[src/rtl/lc2k_pkg.sv]
// Shared LC2K definitions: opcode constants, instruction field positions,
// the fetch FSM state encoding and a halt-detect helper.
package lc2k_pkg;

    localparam int unsigned INSTR_W    = 32;
    localparam int unsigned OPCODE_W   = 3;
    localparam int unsigned OPCODE_LSB = 22;
    localparam int unsigned OPCODE_MSB = 24;
    localparam int unsigned REGA_LSB   = 19;
    localparam int unsigned REGB_LSB   = 16;
    localparam int unsigned OFFSET_W   = 16;

    localparam logic [OPCODE_W-1:0] OP_ADD  = 3'd0;
    localparam logic [OPCODE_W-1:0] OP_NOR  = 3'd1;
    localparam logic [OPCODE_W-1:0] OP_LW   = 3'd2;
    localparam logic [OPCODE_W-1:0] OP_SW   = 3'd3;
    localparam logic [OPCODE_W-1:0] OP_BEQ  = 3'd4;
    localparam logic [OPCODE_W-1:0] OP_JALR = 3'd5;
    localparam logic [OPCODE_W-1:0] OP_HALT = 3'd6;
    localparam logic [OPCODE_W-1:0] OP_NOOP = 3'd7;

    // Field layout of one instruction word, for the decoder's benefit.
    typedef struct packed {
        logic [6:0]          unused;
        logic [OPCODE_W-1:0] opcode;
        logic [2:0]          reg_a;
        logic [2:0]          reg_b;
        logic [OFFSET_W-1:0] offset;
    } lc2k_instr_t;

    typedef enum logic [1:0] {
        ST_RUN    = 2'd0,
        ST_HALTED = 2'd1,
        ST_FAULT  = 2'd2
    } fetch_state_e;

    function automatic logic is_halt(input logic [INSTR_W-1:0] word);
        return word[OPCODE_MSB:OPCODE_LSB] == OP_HALT;
    endfunction

endpackage

[src/rtl/fetch_unit_if_id_reg.sv]
// IF/ID pipeline register: fetched instruction, fetch PC + 1 and valid bit.
// Ports: clk, rstN, load (capture new word), flush (drop valid, keep data),
//        instrIn/pcPlus1In (capture data), ifInstr/ifPcPlus1/ifValid (register).
module if_id_reg
    import lc2k_pkg::*;
#(
    parameter int unsigned PC_W = 16
) (
    input  logic               clk,
    input  logic               rstN,
    input  logic               load,
    input  logic               flush,
    input  logic [INSTR_W-1:0] instrIn,
    input  logic [PC_W-1:0]    pcPlus1In,
    output logic [INSTR_W-1:0] ifInstr,
    output logic [PC_W-1:0]    ifPcPlus1,
    output logic               ifValid
);

    // Flush wins over load; neither means hold.
    always_ff @(posedge clk or negedge rstN) begin
        if (!rstN) begin
            ifInstr   <= '0;
            ifPcPlus1 <= '0;
            ifValid   <= 1'b0;
        end else if (flush) begin
            ifValid   <= 1'b0;
        end else if (load) begin
            ifInstr   <= instrIn;
            ifPcPlus1 <= pcPlus1In;
            ifValid   <= 1'b1;
        end
    end

endmodule

[src/rtl/fetch_unit.sv]
// LC2K instruction-fetch stage: owns the PC, drives the instruction memory,
// captures the returned word into IF/ID, handles stall, redirect/flush and
// speculative halt. Optional FETCH_BOUND_CHECK_EN adds an out-of-range fault.
// Ports: clk, rstN, instr (memory word for pcCurrent), stall, redirectValid,
//        redirectPc, pcCurrent, ifInstr, ifPcPlus1, ifValid, halted, fetchFault.
module fetch_unit
    import lc2k_pkg::*;
#(
    parameter int unsigned PC_W      = 16,
    parameter int unsigned MEM_DEPTH = 9,
    parameter int unsigned RESET_PC  = 0
) (
    input  logic               clk,
    input  logic               rstN,
    input  logic [INSTR_W-1:0] instr,
    input  logic               stall,
    input  logic               redirectValid,
    input  logic [PC_W-1:0]    redirectPc,
    output logic [PC_W-1:0]    pcCurrent,
    output logic [INSTR_W-1:0] ifInstr,
    output logic [PC_W-1:0]    ifPcPlus1,
    output logic               ifValid,
    output logic               halted,
    output logic               fetchFault
);

    // Memory depth must be addressable by the PC.
    if (MEM_DEPTH == 0 || 64'(MEM_DEPTH) > (64'(1) << PC_W)) begin : g_bad_depth
        $error("fetch_unit: MEM_DEPTH out of range for PC_W");
    end

    fetch_state_e      state, state_next;
    logic [PC_W-1:0]   pc_next;
    logic [PC_W-1:0]   pc_plus1;
    logic              halted_next;
    logic              fault_next;
    logic              load;
    logic              flush;

    // Truncating add: all-ones wraps to zero.
    assign pc_plus1 = PC_W'(pcCurrent + PC_W'(1));

    // Next-state and control decode, in priority order redirect > stall > state.
    always_comb begin
        state_next  = state;
        pc_next     = pcCurrent;
        halted_next = halted;
        fault_next  = fetchFault;
        load        = 1'b0;
        flush       = 1'b0;
        if (redirectValid) begin
            pc_next     = redirectPc;
            flush       = 1'b1;
            state_next  = ST_RUN;
            halted_next = 1'b0;
            fault_next  = 1'b0;
        end else if (!stall) begin
            case (state)
                ST_RUN: begin
`ifdef FETCH_BOUND_CHECK_EN
                    if (32'(pcCurrent) >= 32'(MEM_DEPTH)) begin
                        flush      = 1'b1;
                        fault_next = 1'b1;
                        state_next = ST_FAULT;
                    end else
`endif
                    begin
                        load = 1'b1;
                        if (is_halt(instr)) begin
                            state_next  = ST_HALTED;
                            halted_next = 1'b1;
                        end else begin
                            pc_next = pc_plus1;
                        end
                    end
                end
                // HALTED and FAULT both park the PC and emit bubbles.
                default: flush = 1'b1;
            endcase
        end
    end

    always_ff @(posedge clk or negedge rstN) begin
        if (!rstN) begin
            state     <= ST_RUN;
            pcCurrent <= PC_W'(RESET_PC);
            halted    <= 1'b0;
        end else begin
            state     <= state_next;
            pcCurrent <= pc_next;
            halted    <= halted_next;
        end
    end

`ifdef FETCH_BOUND_CHECK_EN
    always_ff @(posedge clk or negedge rstN) begin
        if (!rstN) begin
            fetchFault <= 1'b0;
        end else begin
            fetchFault <= fault_next;
        end
    end
`else
    assign fetchFault = 1'b0;
`endif

    if_id_reg #(
        .PC_W (PC_W)
    ) u_if_id (
        .clk       (clk),
        .rstN      (rstN),
        .load      (load),
        .flush     (flush),
        .instrIn   (instr),
        .pcPlus1In (pc_plus1),
        .ifInstr   (ifInstr),
        .ifPcPlus1 (ifPcPlus1),
        .ifValid   (ifValid)
    );

endmodule

[config.mk]
export PLATFORM = sky130hd
export DESIGN_NAME = fetch_unit
export DESIGN_NICKNAME = d
export VERILOG_FILES = /design/src/rtl/lc2k_pkg.sv /design/src/rtl/fetch_unit_if_id_reg.sv /design/src/rtl/fetch_unit.sv
export SDC_FILE = /design/constraint.sdc
export NUM_CORES = 1
export LEC_CHECK = 0
export CORE_AREA = 2 2 86 88
export DETAILED_ROUTE_END_ITERATION = 6
export DIE_AREA = 0 0 88 90
export PLACE_DENSITY = 0.79
export SLEW_MARGIN = 40
export SYNTH_ARGS = -nofsm -noshare
export SYNTH_HDL_FRONTEND = slang
export SYNTH_SLANG_ARGS = --single-unit
[constraint.sdc]
create_clock -name clk -period 2.1 [get_ports clk]
set_clock_uncertainty 0.2 [all_clocks]
set_input_delay 0.525 -clock clk [delete_from_list [all_inputs] [get_ports clk]]
set_output_delay 0.525 -clock clk [all_outputs]
set_load 0.05 [all_outputs]
==> out/results.tsv <==
metric	value	unit
first-pass GRT wire length	12770	um
Mapped Nets	379	
gpl congestion	0.8291	
layout cells sized above 1	0.2527	
Final Cycle Share	0.9353	
Overflow after GRT	0	
Worst EP arrival	1.97	ns
Fill cells	575	
register share of total power	0.375	
DRC viols	0	
IO buf count	117	
Avg Vias per Cell	4.804	
clock insertion delay at the later pin of the skew report	0.33	ns
via count	2700	
P_int	2.646	mW
largest net degree at the start of global routing	40	
Async SR Flop Fraction	1.000	
Initial Utilization	0.4197	
R2R depth	5	
CP endpoint kind	flip-flop	
Core Util, Final	0.6507	
DP HPWL	5662	um
Final ANT Viol Nets	0	
peak supply drop	434.1	uV
Final #Nets	511	
hold path depth	2	
die height	90	um
number of synthesized flops with an enable pin	0	
synth warn	0	
Max-Cap Viols	0	
Fin Hold WS	0.2787	ns
CTS tree	done	
Pre-antenna DRT Iters	4	
Area Growth Syn to Fin	55.03	%
CTS sink count	66	
Inst Count DP	545	
R2R Setup Slk	0.14	ns
outcome	complete, no violations	
Net Sw Frac	0.3730	
Post-Layout Cell Count	562	
FF+latch count, synth	66	
Power, Total	4.220	mW
Max Fclk	509.1	MHz
final worst-path setup slack	0.1359	ns
dpl cell area	4330	um^2
total CTS buffers	9	
endpoints failing hold	0	
Pins Over Slew Limit	0	
die area	7920	um^2
synthesized cell area	2947	um^2
Switch Pwr	1.574	mW
WS Path Type	flip-flop to flip-flop	
Die X	88	um
drt initial violations	89	
wire length per cell	13.61	um
Clk pwr share	0.284	
crit-path max FO	6	
static leakage	2.178	nW
dpl ws	-0.1342	ns
Mapped Avg Cell Area	9.039	um^2
Root Driver	clkbuf_8	
CTS clk-pin slew, worst paths	0.07	ns
sequential fraction of the synthesis area	0.5605	
CTS max path bufs	2	
worst hold path class	flip-flop to flip-flop	
Routed WL	7651	um
IO Count	119	
antenna cells	0	
largest area contributor in the netlist	dfrtp_1	
ranking of synthesized cells by area	dfrtp_1 (56%), nand2_1 (18%), o21ai_0 (4.1%)	
post-route minimum period	1.964	ns
Yosys top cell area share	0.5605	
Setup TNS	0	ns
Mapped Cells	326	
core area	7020	um^2
H-Tree Level Count	3	
CP Launch Type	flip-flop	
setup violators final	0	
RSZ-0062 raised after global routing	no	
antenna violations before repair	0	
Final Cell Area	4568	um^2
Post-synth top flop	dfrtp_1	
pwr/cell area	923.7	nW/um^2
vias in the first global route	2776	
Logic pwr share	0.341	
Crit path required time	2.11	ns
total track usage	0.2028	
row cnt	31	
Synth cell types	36	
Resize count post-CTS	0	
worst max-delay path, cell delays in order (launching register included):
cell,delay (ns)
dfrtp_2,0.42
ha_1,0.22
nand3_1,0.15
or4_4,0.56
o21ai_0,0.16
o311ai_1,0.12
layout make-up:
class / instances / area, um^2 / area share
sequential: 66 / 1659 / 0.3632
timing repair buffer: 138 / 1324 / 0.2898
multi-input combinational: 240 / 1222 / 0.2676
clock buffer: 10 / 137.6 / 0.03013
tap: 99 / 123.9 / 0.02712
clock inverter: 6 / 90.09 / 0.01972
inverter: 3 / 11.26 / 0.002465
cells by family (layout without fill, tap and decap cells):
| kind of cell | Yosys count | after routing | share of synthesized area |
|---|---|---|---|
| simple gates | 182 | 182 | 0.2739 |
| buf+inv | 20 | 157 | 0.02717 |
| other cells | 1 | 1 | 0.001273 |
| compound gates | 36 | 36 | 0.07346 |
| fa+ha+maj | 1 | 1 | 0.004246 |
| flops | 66 | 66 | 0.5605 |
| xor+xnor | 20 | 20 | 0.05945 |
placed cells by master (no fill, tap or decap), types with 2 or more instances in the layout:
| cell | Yosys | final |
|---|---|---|
| nand4_1 | 5 | 5 |
| dfrtp_1 | 66 | 60 |
| o311ai_1 | 3 | 3 |
| bufinv_16 | 0 | 2 |
| buf_4 | 1 | 73 |
| dfrtp_2 | 0 | 6 |
| xor2_1 | 13 | 13 |
| clkdlybuf4s50_1 | 0 | 50 |
| nor3_1 | 2 | 2 |
| o221ai_1 | 3 | 3 |
| or4_1 | 2 | 2 |
| xnor2_1 | 7 | 7 |
| clkinv_4 | 0 | 2 |
| and4_1 | 2 | 2 |
| nand3_1 | 9 | 9 |
| or4_4 | 2 | 2 |
| nand2_1 | 139 | 139 |
| o21ai_0 | 24 | 24 |
| inv_1 | 3 | 3 |
| and3_1 | 2 | 2 |
| clkbuf_8 | 0 | 10 |
| nor2_1 | 6 | 6 |
| nor2b_1 | 4 | 4 |
| buf_12 | 0 | 13 |
routing by layer:
layer | part of all wire | global-route usage
met1 | 0.44 | 0.2669
met2 | 0.48 | 0.3327
met3 | 0.081 | 0.04591
met4 | 0.0063 | 0.05769
met5 | 0 | 0
cell usage after synthesis, types with 2 or more instances:
master    instances
xor2_1           13
and3_1            2
o311ai_1          3
o221ai_1          3
clkbuf_1         15
inv_1             3
or4_4             2
nor2b_1           4
nand4_1           5
or3_1             2
dfrtp_1          66
nor3_1            2
nor2_1            6
o21ai_0          24
nand3_1           9
nand2_1         139
xnor2_1           7
or4_1             2
and4_1            2
final timing paths:
kind                                       end          startpoint
setup / recovery                 pcCurrent[14]        pcCurrent[1]
hold reg to reg             u_if_id.ifInstr[8]  u_if_id.ifInstr[8]
setup reg to reg                 pcCurrent[14]        pcCurrent[1]
hold / removal              u_if_id.ifInstr[8]  u_if_id.ifInstr[8]
max in group asynchronous         pcCurrent[0]                rstN
min in group asynchronous  u_if_id.ifInstr[19]                rstN
state kept, by name, summed over array words and instances, names as in the netlist:
signal,cells
u_if_id.ifValid,1
u_if_id.ifInstr,32
pcCurrent,16
u_if_id.ifPcPlus1,16
state,1
power by group through the flow:
stage | logic [mW] | registers (mW) | clock network [mW]
after floorplan | 0.248 | 2.21 | 0
after global placement | 1.43 | 1.60 | 0
after detailed placement | 1.44 | 1.61 | 0
after CTS | 1.45 | 1.58 | 1.22
after global routing | 1.53 | 1.61 | 1.29
final | 1.44 | 1.58 | 1.20
repair_timing:
item / 4_1_cts / 5_1_grt
buffers inserted: 0 / 0
hold buffers: 1 / 0
hold endpoints to repair: 7 / 0
Power figures use the tool's default switching activity.
